--- src/rtl/prefetch_pkg.sv ---
// Shared defaults and FIFO entry layout for the instruction prefetch buffer.
// Latency: n/a (types and constants only).
// Backpressure: n/a. PREFETCH_PC_EN adds the pc field to each entry.
package prefetch_pkg;

  localparam int DEF_WIDTH       = 16;
  localparam int DEF_ADDR_WIDTH  = 16;
  localparam int DEF_DEPTH       = 4;
  localparam int DEF_ROM_LATENCY = 1;
  localparam int DEF_RESET_PC    = 0;

  typedef struct packed {
`ifdef PREFETCH_PC_EN
    logic [DEF_ADDR_WIDTH-1:0] pc;
`endif
    logic [DEF_WIDTH-1:0]      instr;
  } fetch_entry_t;

endpackage

--- src/rtl/prefetch_fifo.sv ---
// Synchronous FIFO holding returned instruction words; flush beats push and pop.
// Latency: a pushed entry is visible at head the cycle after the push.
// Backpressure: pop on empty is ignored; the caller's credit rule prevents push on full.
module prefetch_fifo
  import prefetch_pkg::*;
#(
  parameter type entry_t = fetch_entry_t,
  parameter int  DEPTH   = DEF_DEPTH,
  localparam int CW      = $clog2(DEPTH + 1),
  localparam int PW      = (DEPTH > 1) ? $clog2(DEPTH) : 1
) (
  input  logic          clock,
  input  logic          reset,
  input  logic          flush,
  input  logic          push,
  input  entry_t        push_data,
  input  logic          pop,
  output entry_t        head,
  output logic [CW-1:0] count,
  output logic          empty
);

  entry_t        mem [DEPTH];
  logic [PW-1:0] rd_ptr;
  logic [PW-1:0] wr_ptr;
  logic          do_pop;
  logic          do_push;

  assign do_pop  = pop && !empty && !flush;
  assign do_push = push && !flush;

  // Pointers wrap explicitly so non-power-of-two depths work.
  function automatic logic [PW-1:0] next_ptr(input logic [PW-1:0] p);
    return (p == PW'(DEPTH - 1)) ? '0 : p + PW'(1);
  endfunction

  always_ff @(posedge clock) begin
    if (reset || flush) begin
      rd_ptr <= '0;
      wr_ptr <= '0;
      count  <= '0;
    end else begin
      if (do_push) wr_ptr <= next_ptr(wr_ptr);
      if (do_pop)  rd_ptr <= next_ptr(rd_ptr);
      if (do_push && !do_pop)      count <= count + CW'(1);
      else if (!do_push && do_pop) count <= count - CW'(1);
    end
  end

  always_ff @(posedge clock) begin
    if (do_push && !reset) mem[wr_ptr] <= push_data;
  end

  assign head  = mem[rd_ptr];
  assign empty = (count == '0);

endmodule

--- src/rtl/instruction_prefetch.sv ---
// Instruction prefetch: runs a fetch PC ahead of the consumer, tracks ROM reads in flight, queues returns.
// Latency: reset/redirect to first instr_valid is ROM_LATENCY+1 / ROM_LATENCY+2 cycles.
// Backpressure: issue stalls once queued + in-flight reaches DEPTH; PREFETCH_PC_EN adds instr_pc.
module instruction_prefetch
  import prefetch_pkg::*;
#(
  parameter int WIDTH       = DEF_WIDTH,
  parameter int ADDR_WIDTH  = DEF_ADDR_WIDTH,
  parameter int DEPTH       = DEF_DEPTH,
  parameter int ROM_LATENCY = DEF_ROM_LATENCY,
  parameter int RESET_PC    = DEF_RESET_PC
) (
  input  logic                  clock,
  input  logic                  reset,
  output logic [ADDR_WIDTH-1:0] rom_address,
  input  logic [WIDTH-1:0]      rom_data,
  input  logic                  redirect,
  input  logic [ADDR_WIDTH-1:0] redirect_address,
  output logic                  instr_valid,
  output logic [WIDTH-1:0]      instr_data,
`ifdef PREFETCH_PC_EN
  output logic [ADDR_WIDTH-1:0] instr_pc,
`endif
  input  logic                  instr_ready
);

  localparam int CW = $clog2(DEPTH + 1);

  typedef struct packed {
`ifdef PREFETCH_PC_EN
    logic [ADDR_WIDTH-1:0] pc;
`endif
    logic [WIDTH-1:0]      instr;
  } entry_t;

  logic [ADDR_WIDTH-1:0]  fetch_pc;
  logic [ROM_LATENCY-1:0] trk_vld;
  logic [CW-1:0]          fifo_count;
  logic                   fifo_empty;
  entry_t                 fifo_head;
  entry_t                 push_data;
  logic                   issue;
  int                     inflight;

  always_comb begin
    inflight = 0;
    for (int i = 0; i < ROM_LATENCY; i++) begin
      if (trk_vld[i]) inflight = inflight + 1;
    end
  end

  // Credit: every issued read already owns a FIFO slot, so the push can never overflow.
  assign issue = !redirect && ((int'(fifo_count) + inflight) < DEPTH);

  always_ff @(posedge clock) begin
    if (reset) begin
      fetch_pc <= ADDR_WIDTH'(RESET_PC);
      trk_vld  <= '0;
    end else if (redirect) begin
      fetch_pc <= redirect_address;
      trk_vld  <= '0;
    end else begin
      if (issue) fetch_pc <= fetch_pc + ADDR_WIDTH'(1);
      for (int i = ROM_LATENCY - 1; i > 0; i--) trk_vld[i] <= trk_vld[i-1];
      trk_vld[0] <= issue;
    end
  end

`ifdef PREFETCH_PC_EN
  logic [ADDR_WIDTH-1:0] trk_pc [ROM_LATENCY];

  // PC tags ride alongside the valid bits; stale tags are harmless since valid gates the push.
  always_ff @(posedge clock) begin
    for (int i = ROM_LATENCY - 1; i > 0; i--) trk_pc[i] <= trk_pc[i-1];
    trk_pc[0] <= fetch_pc;
  end

  assign push_data.pc = trk_pc[ROM_LATENCY-1];
  assign instr_pc     = fifo_empty ? '0 : fifo_head.pc;
`endif

  assign push_data.instr = rom_data;

  prefetch_fifo #(
    .entry_t (entry_t),
    .DEPTH   (DEPTH)
  ) u_fifo (
    .clock     (clock),
    .reset     (reset),
    .flush     (redirect),
    .push      (trk_vld[ROM_LATENCY-1]),
    .push_data (push_data),
    .pop       (instr_ready),
    .head      (fifo_head),
    .count     (fifo_count),
    .empty     (fifo_empty)
  );

  assign rom_address = fetch_pc;
  assign instr_valid = !fifo_empty;
  assign instr_data  = fifo_empty ? '0 : fifo_head.instr;

endmodule
--- config.mk ---
export PLATFORM = sky130hd
export DESIGN_NAME = instruction_prefetch
export DESIGN_NICKNAME = d
export VERILOG_FILES = /design/src/rtl/prefetch_pkg.sv /design/src/rtl/prefetch_fifo.sv /design/src/rtl/instruction_prefetch.sv
export SDC_FILE = /design/constraint.sdc
export NUM_CORES = 1
export LEC_CHECK = 0
export CORE_AREA = 5 5 89 91
export CTS_CLUSTER_SIZE = 16
export DETAILED_ROUTE_END_ITERATION = 8
export DIE_AREA = 0 0 94 96
export PLACE_DENSITY = 0.83
export SYNTH_ARGS = -nofsm -noshare
export SYNTH_HDL_FRONTEND = slang
export SYNTH_SLANG_ARGS = --single-unit
--- constraint.sdc ---
create_clock -name clock -period 5.7 [get_ports clock]
set_clock_uncertainty 0.1 [all_clocks]
set_input_delay 0.855 -clock clock [delete_from_list [all_inputs] [get_ports clock]]
set_output_delay 0.855 -clock clock [all_outputs]
set_load 0.005 [all_outputs]
---- Word-level counts from Yosys, hierarchy flattened ----
Memory sizes are Yosys's and may differ from the RTL's. A register that Yosys moved wholly into a read port is not among the register bits.
Index checks and enable logic that the tools add are counted.
storage, ports and cells
  flip-flop bits (word level) ............. 24
  latch bits .............................. 0
  RAM bits ................................ 64
  ROM bits ................................ 0
  bits of input ports ..................... 36
  output and inout bits ................... 33
  word-level logic and storage cells ...... 44
  memories kept ........................... 1
cells by class
  add/sub/neg operators ................... 6
  multiply operators ...................... 0
  divide/modulo/power cells ............... 0
  $lt $le $gt $ge ......................... 1
  eq/ne operators ......................... 2
  shift-type cells ........................ 0
  multiplexer cells ....................... 12
  bitwise logic cells ..................... 0
  reduce and logical (&&, ||, !) cells .... 17
memories
  memory      depth  width  rd ports  clocked after memory_dff  write ports  RTL line             RTL
  u_fifo.mem  4      16     1         1                         1            prefetch_fifo.sv:23  entry_t mem [DEPTH];
operator list
  operator                                                                number
  16-bit two-way mux                                                      3
  4-bit by 32-bit adder with 32-bit output                                1
  32-bit by 4-bit < comparator with 1-bit output (second input constant)  1
  16-bit by 1-bit adder with 16-bit output (second input constant)        1
  2-bit two-way mux                                                       4
  1-bit logical AND                                                       7
  3-bit two-way mux                                                       2
  1-bit logical NOT                                                       5
  2-bit by 1-bit adder with 2-bit output (second input constant)          2
  2-bit equality test (second input constant)                             2
  2-bit nonzero test                                                      2
  3-bit by 1-bit adder with 3-bit output (second input constant)          1
  3-bit logical NOT                                                       1
  1-bit two-way mux                                                       3
  3-bit by 1-bit subtractor with 3-bit output (second input constant)     1
  2-bit OR reduction                                                      1
  1-bit logical OR                                                        1

---- Longest topological paths before layout ----
  depth after elaboration ................. 7
  depth in mapped cells ................... 10
  depth with buffers taken out ............ 8

---- Hierarchy ----
A second synthesis with hierarchy kept.
second synthesis, totals
  cells, all modules ...................... 260
  area total of the unflattened synthesis .. 3,896.2 um^2
modules (own cells, without submodules)
  module                instances  cells an instance  area each (um^2)  sequential area each (um^2)
  prefetch_fifo         1          133                2,788.9           2,102.0
  instruction_prefetch  1          127                1,107.3           340.3

---- Worst setup path before layout ----
No wires, ideal clock.
  kind .................................... input port to flip-flop
  start point ............................. in redirect
  end point ............................... reg u_fifo.count[2]
  library setup time ...................... 0.070 ns
  arrival time ............................ 2.376 ns
  required time ........................... 5.530 ns
  path slack .............................. 3.154 ns
  cell stages on the path ................. 9
  path buffers ............................ 1
  cell sequence ........................... inv_1 -> buf_1 -> nand3_1 -> ha_1 -> inv_1 -> fa_1 -> xor2_1 -> or3_1 -> a21oi_1
on the way
  longest elaborated chain between the ends .. 5
  elaborated cells between the ends (all ways) .. 10
  classes of those cells .................. mux (1); reduce/logical (9)
RTL lines
  what                                                            RTL line                                  RTL
  start, declared                                                 instruction_prefetch.sv:17                input logic redirect,
  1-bit logical NOT                                               prefetch_fifo.sv:29, prefetch_fifo.sv:30
  1-bit logical AND (on tied branches)                            prefetch_fifo.sv:29, prefetch_fifo.sv:30
  1-bit logical NOT (on tied branches)                            prefetch_fifo.sv:45, prefetch_fifo.sv:46
  1-bit logical AND (on tied branches)                            prefetch_fifo.sv:45, prefetch_fifo.sv:46
  3-bit two-way mux / 2-bit nonzero test (equally long branches)  --
  end signal, assigned                                            prefetch_fifo.sv:45                       if (do_push && !do_pop) count <= count + CW'(1);
  end signal, assigned                                            prefetch_fifo.sv:46                       else if (!do_push && do_pop) count <= count - CW'(1);
  end, declared                                                   prefetch_fifo.sv:19                       output logic [CW-1:0] count,
Several ways; a longest one is shown, not always the timed one.
A chain may end at the register's enable or synchronous reset.

==> Flow_metrics.wiki <==
{| class="wikitable"
! Metric !! Value
|-
| Result of the run || complete, no violations
|-
| Clock Pin Slew Worst Setup and Hold Paths || 0.08 ns
|-
| Final setup violation count || 0
|-
| Dpl hpwl || 4910 um
|-
| Average vias per placed instance || 5.40
|-
| TritonCTS sink count || 90
|-
| Vias after detailed routing || 2344
|-
| Proportion of synthesized chip area in sequential cells || 0.638
|-
| Type of the worst setup path || register to output pin
|-
| Leakage power summed over all cells || 1.62 nW
|-
| F_max || 280 MHz
|-
| Syn_area_per_cell || 14.5 um2
|-
| Cell taking the most area after synthesis || sky130_fd_sc_hd__edfxtp_1
|-
| Core region area || 0.00706 mm2
|-
| Count of buffers from port buffering || 68
|-
| Critical path endpoint category || output pin
|-
| Post-synth EDFFs || 64
|-
| Max Buffers Root-to-Sink || 2
|-
| Die extent in x || 94 um
|-
| RSZ-0062 raised after global routing || false
|-
| Diode insertion count for antenna repair || 0
|-
| Initial DRC count || 84
|-
| Number of register bits inferred by synthesis || 90
|-
| Clock root buffer || sky130_fd_sc_hd__clkbuf_8
|-
| Maximum cell stage delay along the critical path || 1.03 ns
|-
| Clock tree from TritonCTS || yes
|-
| Post-synthesis net count || 309
|-
| Unique cell type count in the Yosys netlist || 43
|-
| Die height || 96 um
|-
| Post-route antenna net violation count || 0
|-
| Final WL || 7310 um
|-
| Antenna violations before repair || 0
|-
| Fin crit period || 3.57 ns
|-
| Number of top-level pins || 69
|-
| Overall overflow remaining after global route || 0
|-
| Pins Over Slew Limit || 0
|-
| Vias in the first global route || 2507
|-
| Normalized max-slew margin || 0.288
|-
| Worst Path Arrival || 2.61 ns
|-
| Top FF cell, synth || sky130_fd_sc_hd__edfxtp_1
|-
| Remaining design rule violation count || 0
|-
| Sum of negative setup slack || 0 ns
|-
| Type of the tightest min-delay check || register to register
|-
| Buffers inserted by post-CTS timing repair || 0
|-
| Synthesized instance count || 265
|-
| Highest ir drop seen on vdd || 148 uV
|-
| Count of warnings emitted by yosys || 0
|-
| Clock Latency Late Sink || 0.34 ns
|-
| Cts repair resizes || 0
|-
| Post-synth design cell area || 0.00383 mm2
|-
| Hold-fix buffers, CTS || 0
|-
| Placer Congestion || 0.793
|-
| Pre-CTS setup slack || 2.02 ns
|-
| Iteration count of the initial detailed-routing pass || 4
|-
| Slew at the pin closest to its max-slew limit || 1.07 ns
|-
| Site Rows || 31
|-
| GRT Util Overall || 0.181
|-
| Largest fanout on the critical path || 16
|-
| Setup slack after layout || 2.13 ns
|-
| Global-route wire length before repair || 12500 um
|-
| Largest net degree at the start of global routing || 25
|-
| Sort of element at the start of the critical path || register
|-
| Synth top area cells || sky130_fd_sc_hd__edfxtp_1, sky130_fd_sc_hd__dfxtp_1, sky130_fd_sc_hd__mux4_2, sky130_fd_sc_hd__and2_1, sky130_fd_sc_hd__ha_1
|-
| Routed wire length per instance || 16.9 um
|-
| Share of final-layout standard cells stronger than drive strength 1 || 0.128
|-
| Htree depth || 3
|-
| Final worst path period share || 0.626
|-
| Ys async rst share || 0
|-
| Power density cells || 282 mW/mm2
|-
| Cell with the largest stage delay on the worst path || sky130_fd_sc_hd__dfxtp_1
|-
| Effective utilization at floorplan || 0.543
|-
| Synth top area share || 0.502
|-
| Count of maximum capacitance violations || 0
|-
| Area growth, synth to finish || 25.6%
|-
| Nets || 374
|-
| Number of CTS-inserted buffers || 9
|-
| Critical path data required time || 4.74 ns
|-
| Final count of hold timing violations || 0
|-
| Die ar. || 0.00902 mm2
|-
| Ordered list of cells on the worst path || mux4_2, and2_1, clkdlybuf4s50_1
|}
-- cells in the final DEF (no fill, tap or decap), types with 2 or more instances in the layout --
master,Yosys,layout
sky130_fd_sc_hd__nor3_1,4,4
sky130_fd_sc_hd__inv_6,0,2
sky130_fd_sc_hd__mux2i_1,3,3
sky130_fd_sc_hd__nor2_1,19,19
sky130_fd_sc_hd__inv_1,11,11
sky130_fd_sc_hd__o31a_1,3,3
sky130_fd_sc_hd__and2_1,17,17
sky130_fd_sc_hd__a31oi_1,2,2
sky130_fd_sc_hd__dfxtp_1,26,26
sky130_fd_sc_hd__nand4_1,3,3
sky130_fd_sc_hd__clkdlybuf4s50_1,0,68
sky130_fd_sc_hd__clkbuf_8,0,9
sky130_fd_sc_hd__and4_1,2,2
sky130_fd_sc_hd__ha_1,7,7
sky130_fd_sc_hd__bufinv_16,0,3
sky130_fd_sc_hd__nand3_1,6,6
sky130_fd_sc_hd__xnor2_1,4,4
sky130_fd_sc_hd__edfxtp_1,64,64
sky130_fd_sc_hd__o21ai_0,4,4
sky130_fd_sc_hd__nand2_1,11,11
sky130_fd_sc_hd__a311oi_1,4,4
sky130_fd_sc_hd__or3_1,6,6
sky130_fd_sc_hd__a211oi_1,6,6
sky130_fd_sc_hd__and3_2,4,4
sky130_fd_sc_hd__mux4_2,16,16
sky130_fd_sc_hd__a21oi_1,7,7
sky130_fd_sc_hd__xor2_1,6,6
-- cell families (layout without fill, tap and decap cells) --
logic type,after synthesis,count (layout),share of synthesized area
AND/OR/NAND/NOR,81,81,0.121
buffers and inverters,25,95,0.0291
AO/OA/AOI/OAI,32,32,0.0598
multiplexers,19,19,0.102
flip-flops,90,90,0.638
XOR/XNOR,10,10,0.0229
adder cells (fa/ha/maj),8,8,0.0281
-- layer usage --
layer	wire length [um]	track usage	up-vias
met5	0	0	-
met4	52	0.0626	0
met3	383	0.0399	4
met2	3570	0.300	67
met1	3310	0.236	1144
li1	-	-	1129
-- Yosys cell counts, types with 3 or more instances --
cell type                  instances
sky130_fd_sc_hd__inv_1            11
sky130_fd_sc_hd__xnor2_1           4
sky130_fd_sc_hd__or3_1             6
sky130_fd_sc_hd__mux4_2           16
sky130_fd_sc_hd__nand4_1           3
sky130_fd_sc_hd__ha_1              7
sky130_fd_sc_hd__a311oi_1          4
sky130_fd_sc_hd__and2_1           17
sky130_fd_sc_hd__edfxtp_1         64
sky130_fd_sc_hd__nor2_1           19
sky130_fd_sc_hd__o31a_1            3
sky130_fd_sc_hd__nor3_1            4
sky130_fd_sc_hd__a211oi_1          6
sky130_fd_sc_hd__mux2i_1           3
sky130_fd_sc_hd__clkbuf_1          8
sky130_fd_sc_hd__a21oi_1           7
sky130_fd_sc_hd__nand2_1          11
sky130_fd_sc_hd__xor2_1            6
sky130_fd_sc_hd__nand3_1           6
sky130_fd_sc_hd__and3_2            4
sky130_fd_sc_hd__dfxtp_1          26
sky130_fd_sc_hd__o21ai_0           4
-- final timing paths --
path	startpoint	to	slack, ns	depth (start not counted)
min reg2reg	u_fifo.rd_ptr[0]	u_fifo.rd_ptr[0]	0.40	2
max	register	instr_data[10]	2.13	3
max reg2reg	u_fifo.count[0]	u_fifo.count[2]	3.03	8
min	u_fifo.rd_ptr[0]	u_fifo.rd_ptr[0]	0.40	2
-- critical path, delay by kind of cell, from the launching register on --
kind / cells / cell delay, ns
buffers and inverters: 1 / 0.45
multiplexers: 1 / 0.61
AND/OR/NAND/NOR: 1 / 0.18
flip-flops: 1 / 1.03
-- flip-flops by register name, indices dropped and copies added, names as in the netlist, named ones only --
| signal | flops |
|---|---|
| rom_address | 16 |
| u_fifo.mem | 64 |
| u_fifo.wr_ptr | 2 |
| u_fifo.count | 3 |
| trk_vld | 1 |
| u_fifo.rd_ptr | 2 |
-- final cells by class --
cell class                 count  area, um2
tap                           99        124
fill                         504       2250
inverter                      11       41.3
sequential                    90       2440
multi-input combinational    150       1280
clock inverter                 7        124
timing repair buffer          68        681
clock buffer                   9        124
-- per-stage QoR --
step	total power, W	hold WS [ns]	util	std cells	cell area (um2)
after CTS	0.00137	0.402	0.682	434	4810
after global routing	0.00141	0.426	0.682	434	4810
after detailed placement	0.000854	0.390	0.647	418	4560
after floorplan	0.000785	0.363	-	265	3830
after global placement	0.000850	0.381	0.647	418	4560
final	0.00136	0.401	0.682	434	4810
-- where the power goes --
group	switching [W]	internal, W	total, W
clock	0.000221	0.000295	0.000516
combinational	0.0000440	0.0000677	0.000112
sequential	0.0000159	0.000712	0.000727
total	0.000281	0.00107	0.00136
(Power assumes the default switching activity.)
